--- src/rtl/input_conditioner_pkg.sv ---
// Shared constants and helpers for the input conditioner.
package input_conditioner_pkg;

   localparam int GLITCH_COUNT_WIDTH = 8;

   typedef logic [GLITCH_COUNT_WIDTH-1:0] glitch_count_t;

   // Number of bits needed to hold values 0 .. value-1 (minimum 0 for value <= 1).
   function automatic int clog2(input int value);
      int result;
      int remaining;
      result    = 0;
      remaining = value - 1;
      while (remaining > 0) begin
         result    = result + 1;
         remaining = remaining >> 1;
      end
      return result;
   endfunction

endpackage

--- src/rtl/input_conditioner_channel.sv ---
// One conditioned input: synchronizer, debounce counter, edge pulses and a
// saturating count of rejected transitions.
module input_conditioner_channel
   import input_conditioner_pkg::*;
#(
   parameter int   SYNC_DEPTH             = 3,
   parameter int   DEBOUNCE_CLOCK_PERIODS = 20,
   parameter logic POLARITY               = 1'b1
) (
   input  logic          clock,
   input  logic          reset_n,
   input  logic          enable,
   input  logic          clear_counts,
   input  logic          in_raw,
   output logic          state,
   output logic          went_active,
   output logic          went_inactive,
   output logic          changed,
   output glitch_count_t glitch_count
);

   localparam int             CNT_W    = clog2(DEBOUNCE_CLOCK_PERIODS + 1);
   localparam logic [CNT_W-1:0] CNT_LAST = CNT_W'(DEBOUNCE_CLOCK_PERIODS - 1);
   localparam logic           IDLE_RAW = ~POLARITY;

   (* async_reg = "true" *) logic sync_first;
   logic [SYNC_DEPTH-2:0] sync_rest;
   logic [CNT_W-1:0]      cnt;
   logic                  sample;
   logic                  glitch;

   // Synchronizer chain; resets to the inactive raw level so release is quiet.
   always_ff @(posedge clock or negedge reset_n) begin
      if (!reset_n) begin
         sync_first <= IDLE_RAW;
         sync_rest  <= {(SYNC_DEPTH-1){IDLE_RAW}};
      end else begin
         sync_first   <= in_raw;
         sync_rest[0] <= sync_first;
         for (int k = 1; k < SYNC_DEPTH - 1; k++) begin
            sync_rest[k] <= sync_rest[k-1];
         end
      end
   end

   assign sample = sync_rest[SYNC_DEPTH-2] ~^ POLARITY;
   assign glitch = enable && (sample == state) && (cnt != '0);

   // Debounce: accept a change only after DEBOUNCE_CLOCK_PERIODS differing samples.
   always_ff @(posedge clock or negedge reset_n) begin
      if (!reset_n) begin
         state         <= 1'b0;
         cnt           <= '0;
         went_active   <= 1'b0;
         went_inactive <= 1'b0;
         changed       <= 1'b0;
      end else begin
         went_active   <= 1'b0;
         went_inactive <= 1'b0;
         changed       <= 1'b0;
         if (!enable) begin
            cnt <= '0;
         end else if (sample == state) begin
            cnt <= '0;
         end else if (cnt == CNT_LAST) begin
            state         <= sample;
            cnt           <= '0;
            went_active   <= sample;
            went_inactive <= ~sample;
            changed       <= 1'b1;
         end else begin
            cnt <= cnt + CNT_W'(1);
         end
      end
   end

   // Rejected-transition counter; clear takes priority over a coincident glitch.
   always_ff @(posedge clock or negedge reset_n) begin
      if (!reset_n) begin
         glitch_count <= '0;
      end else if (clear_counts) begin
         glitch_count <= '0;
      end else if (glitch && (glitch_count != '1)) begin
         glitch_count <= glitch_count + GLITCH_COUNT_WIDTH'(1);
      end
   end

endmodule

--- src/rtl/input_conditioner.sv ---
// Multi-channel input conditioner: independent synchronize + debounce per bit.
module input_conditioner
   import input_conditioner_pkg::*;
#(
   parameter int               WIDTH                  = 4,
   parameter int               SYNC_DEPTH             = 3,
   parameter int               DEBOUNCE_CLOCK_PERIODS = 20,
   parameter logic [WIDTH-1:0] POLARITY               = {WIDTH{1'b1}}
) (
   input  logic                                clock,
   input  logic                                reset_n,
   input  logic                                enable,
   input  logic                                clear_counts,
   input  logic [WIDTH-1:0]                    in_raw,
   output logic [WIDTH-1:0]                    state,
   output logic [WIDTH-1:0]                    went_active,
   output logic [WIDTH-1:0]                    went_inactive,
   output logic [WIDTH-1:0]                    changed,
   output logic [GLITCH_COUNT_WIDTH*WIDTH-1:0] glitch_count
);

   for (genvar i = 0; i < WIDTH; i++) begin : g_chan
      input_conditioner_channel #(
         .SYNC_DEPTH             (SYNC_DEPTH),
         .DEBOUNCE_CLOCK_PERIODS (DEBOUNCE_CLOCK_PERIODS),
         .POLARITY               (POLARITY[i])
      ) u_chan (
         .clock         (clock),
         .reset_n       (reset_n),
         .enable        (enable),
         .clear_counts  (clear_counts),
         .in_raw        (in_raw[i]),
         .state         (state[i]),
         .went_active   (went_active[i]),
         .went_inactive (went_inactive[i]),
         .changed       (changed[i]),
         .glitch_count  (glitch_count[GLITCH_COUNT_WIDTH*i +: GLITCH_COUNT_WIDTH])
      );
   end

endmodule

--- config.mk ---
export PLATFORM = sky130hd
export DESIGN_NAME = input_conditioner
export DESIGN_NICKNAME = d
export VERILOG_FILES = /design/src/rtl/input_conditioner_pkg.sv /design/src/rtl/input_conditioner_channel.sv /design/src/rtl/input_conditioner.sv
export SDC_FILE = /design/constraint.sdc
export NUM_CORES = 1
export LEC_CHECK = 0
export BUFFER_PORTS_ARGS = -buffer_cell sky130_fd_sc_hd__buf_2
export CAP_MARGIN = 40
export CORE_UTILIZATION = 50
export CTS_CLUSTER_SIZE = 24
export DETAILED_ROUTE_END_ITERATION = 12
export PLACE_DENSITY_LB_ADDON = 0.2
export SYNTH_ARGS = -nofsm -noshare
export SYNTH_HDL_FRONTEND = slang
export SYNTH_SLANG_ARGS = --single-unit
export TNS_END_PERCENT = 100
--- constraint.sdc ---
create_clock -name clock -period 2.6 [get_ports clock]
set_clock_uncertainty 0.1 [all_clocks]
set_input_delay 0.26 -clock clock [delete_from_list [all_inputs] [get_ports clock]]
set_output_delay 0.26 -clock clock [all_outputs]
set_load 0.02 [all_outputs]
==> qor.yml <==
synthesis:
  ys_ff_latch: 80
  synth_edf_count: 0
  synth_nets: 383
  syn_inst: 363
  synth_fa_ha_area_share_pct: 3.95
  synth_top_family_by_area: "simple AND/OR/NAND/NOR gates"
  ys_warn_count: 0
  synth_compound_area_share_pct: 11.0
  ys_seq_area_share_pct: 52.7
  yosys_most_used_dff: "dfrtp_1"
  synth_cell_types: 40
  syn_avg_cell_area_um2: 10.5
  synth_mux_area_share_pct: 3.72
  yosys.area_share.simple_pct: 19.9
  synthXorXnorAreaFrac_pct: 2.31
  syn-cell-area_mm2: 0.00380
  async_flop_share_pct: 100
timing:
  rsz0062_at_grt: "false"
  slew_headroom_pct: 55.3
  hold_viol: 0
  setup_tns_ns: 0
  final-max-slew-violation-count: 0
  whs_ns: 0.155
  period_needed_ns: 2.08
  worst_pin_slew_ns: 0.667
  fin_crit_sh_pct: 80.0
  setup_viol: 0
  max_freq_ghz: 0.481
drt:
  drt_iter0_drc: 117
  via_per_inst: 5.54
  wl_um: 7170
  dr_total_vias: 2854
  wl_per_cell_um: 13.9
  drcViolationCount: 0
  ant_nets: 0
  dr.pass1.iters: 4
clocking:
  cts_setup_buffers: 0
  cts_tree: "yes"
  clockBufferDepth: 2
  cts.sinks: 80
  cts_resized: 0
  cts_buffers: 9
  cts.clk_slew.worst_paths_ns: 0.08
  clk_latency_ns: 0.35
  htreeDepth: 3
  ctsRootBufferMaster: "clkbuf_8"
flow_run:
  drv_cap: 0
setup_path:
  crit_chain: "inv_1, ha_1, nor4b_1, or3_4, or4_1, a21oi_1"
  cp_top_family: "simple AND/OR/NAND/NOR gates"
  cp-start-kind: "flip-flop"
  critPathCaptureType: "flip-flop"
  cp.required_ns: 2.77
  slowest_stage: "or4_1"
  cp.arrival_ns: 2.25
  crit_fanout: 14
  worstSetupPathType: "reg -> reg"
  critPathBufInv: 1
  slowest_delay_ns: 0.54
grt:
  grtUsageTotal_pct: 19.6
  antenna_found_initial: 0
  grt_pass1_wl_um: 11800
  grt_pass1_vias: 2670
  overflow: 0
  grt_max_degree: 51
finish:
  finalNetCount: 431
  finalInstanceArea_mm2: 0.00432
  drive_above_1_share_pct: 20.2
  mostFrequentLayoutCell: "dfrtp_1"
  synthToLayoutAreaGrowth_pct: 13.7
  antenna_cells: 0
  mostFrequentLayoutCells: "80 x dfrtp_1, 54 x buf_2, 28 x nor2_1"
floorplan:
  die-area_mm2: 0.00795
  die_h_um: 89.2
  initial_utilization_pct: 52.1
  num_rows: 31
  io_pins: 56
  core_mm2: 0.00729
  fp.dieW_um: 89.2
placed_design:
  routabilityCongestion: 0.753
  placed_cell_area_mm2: 0.00405
  io_buffers: 55
  hpwl_um: 4980
min_path:
  min_path_type: "in -> reg"
power_and_ir_drop:
  power_density_mw_per_mm2: 550
  vdd_ir_drop_max_mv: 0.346
  leakagePower_uw: 0.00199
status:
  status: "finished clean"
## registers in the layout, indices dropped and copies added (netlist names)
signal / cells
g_chan.u_chan.glitch_count: 32
g_chan.u_chan.cnt: 20
g_chan.u_chan.sync_rest: 8
g_chan.u_chan.changed: 4
g_chan.u_chan.state: 4
g_chan.u_chan.sync_first: 4
g_chan.u_chan.went_active: 4
g_chan.u_chan.went_inactive: 4
## cell families (layout without fill, tap and decap cells)
| kind of cell | Yosys count | count (layout) |
|---|---|---|
| XOR/XNOR | 10 | 10 |
| buffers and inverters | 46 | 99 |
| AO/OA/AOI/OAI | 65 | 65 |
| flip-flops | 80 | 80 |
| adder cells (fa/ha/maj) | 12 | 12 |
| AND/OR/NAND/NOR | 137 | 137 |
| multiplexers | 13 | 13 |
## cell usage after synthesis (2+ instances only)
cell type | instances | area share, %
a21oi_1 | 21 | 2.8
a22oi_1 | 3 | 0.59
a311o_1 | 2 | 0.53
and2_1 | 5 | 0.82
and3_1 | 6 | 0.99
buf_4 | 17 | 3.4
clkbuf_1 | 6 | 0.59
dfrtp_1 | 80 | 53
ha_1 | 12 | 4.0
inv_1 | 20 | 2.0
mux2_2 | 8 | 2.4
mux2i_1 | 4 | 1.1
nand2_1 | 23 | 2.3
nand2b_1 | 3 | 0.49
nand3_1 | 20 | 2.6
nand4_1 | 4 | 0.66
nor2_1 | 28 | 2.8
nor2b_1 | 12 | 2.0
nor3_1 | 4 | 0.53
nor3b_1 | 3 | 0.59
nor4_1 | 2 | 0.33
nor4b_1 | 2 | 0.46
o21ai_0 | 15 | 2.0
o311ai_0 | 4 | 0.92
o31ai_1 | 12 | 2.4
o41ai_1 | 6 | 1.4
or3_1 | 8 | 1.3
or3_4 | 2 | 0.59
or4_1 | 12 | 2.4
xnor2_1 | 5 | 1.2
xor2_1 | 5 | 1.2
## power by group
part | switching, uW | internal (uW) | total [uW]
combinational | 71.6 | 31.7 | 103
clock | 452 | 546 | 997
sequential | 14.4 | 1260 | 1280
## area by class of cell
type,instances,area (um^2)
inverters,21,78.8
clock buffers,10,128
fillers,652,2970
flip-flops and latches,80,2000
well taps,99,124
repair buffers,62,343
clock inverters,6,93.8
multi-input cells,237,1550
## stage by stage
stage / std cells / power (uW) / util (%) / setup WS (ns)
floorplan: 363 / 1350 / - / 0.597
global placement: 494 / 1400 / 55.5 / 0.603
detailed placement: 494 / 1400 / 55.5 / 0.541
CTS: 515 / 2410 / 59.2 / 0.523
global route: 515 / 2470 / 59.2 / 0.423
finish: 515 / 2380 / 59.2 / 0.519
## worst min-delay path: cells and delay by family
family	cells	cell delay (ns)
buf+inv	1	0.16
simple gates	2	0.14
## path summary, 6_finish.rpt
path                                                                endpoint                                    start  depth (start not counted)  slack [ns]
worst max register to register  g_chan[3].u_chan.glitch_count[3]$_DFFE_PN0P_        g_chan[3].u_chan.cnt[0]$_DFF_PN0_                          6        0.52
max in group asynchronous       g_chan[1].u_chan.glitch_count[0]$_DFFE_PN0P_                                  reset_n                          3        1.36
min in group asynchronous       g_chan[2].u_chan.glitch_count[0]$_DFFE_PN0P_                                  reset_n                          2        0.36
worst min-delay path                g_chan[1].u_chan.went_inactive$_DFF_PN0_                                   enable                          3        0.16
worst max-delay path            g_chan[3].u_chan.glitch_count[3]$_DFFE_PN0P_        g_chan[3].u_chan.cnt[0]$_DFF_PN0_                          6        0.52
worst min register to register       g_chan[0].u_chan.sync_rest[1]$_DFF_PN0_  g_chan[0].u_chan.sync_rest[0]$_DFF_PN0_                          0        0.25
## timing repair
action	4_1_cts	5_1_grt
hold endpoints to repair	52	0
endpoints found under the setup margin	0	0
hold buffers	5	0
## metal layers
metal	vias to the layer above	GRT usage, %	routed length (um)
met4	0	9.52	125
met1	1410	24.1	3350
li1	1379	-	-
met5	-	0	0
met2	54	33.7	3490
met3	11	3.05	202
Note: power is estimated with default switching activity, not from simulation.
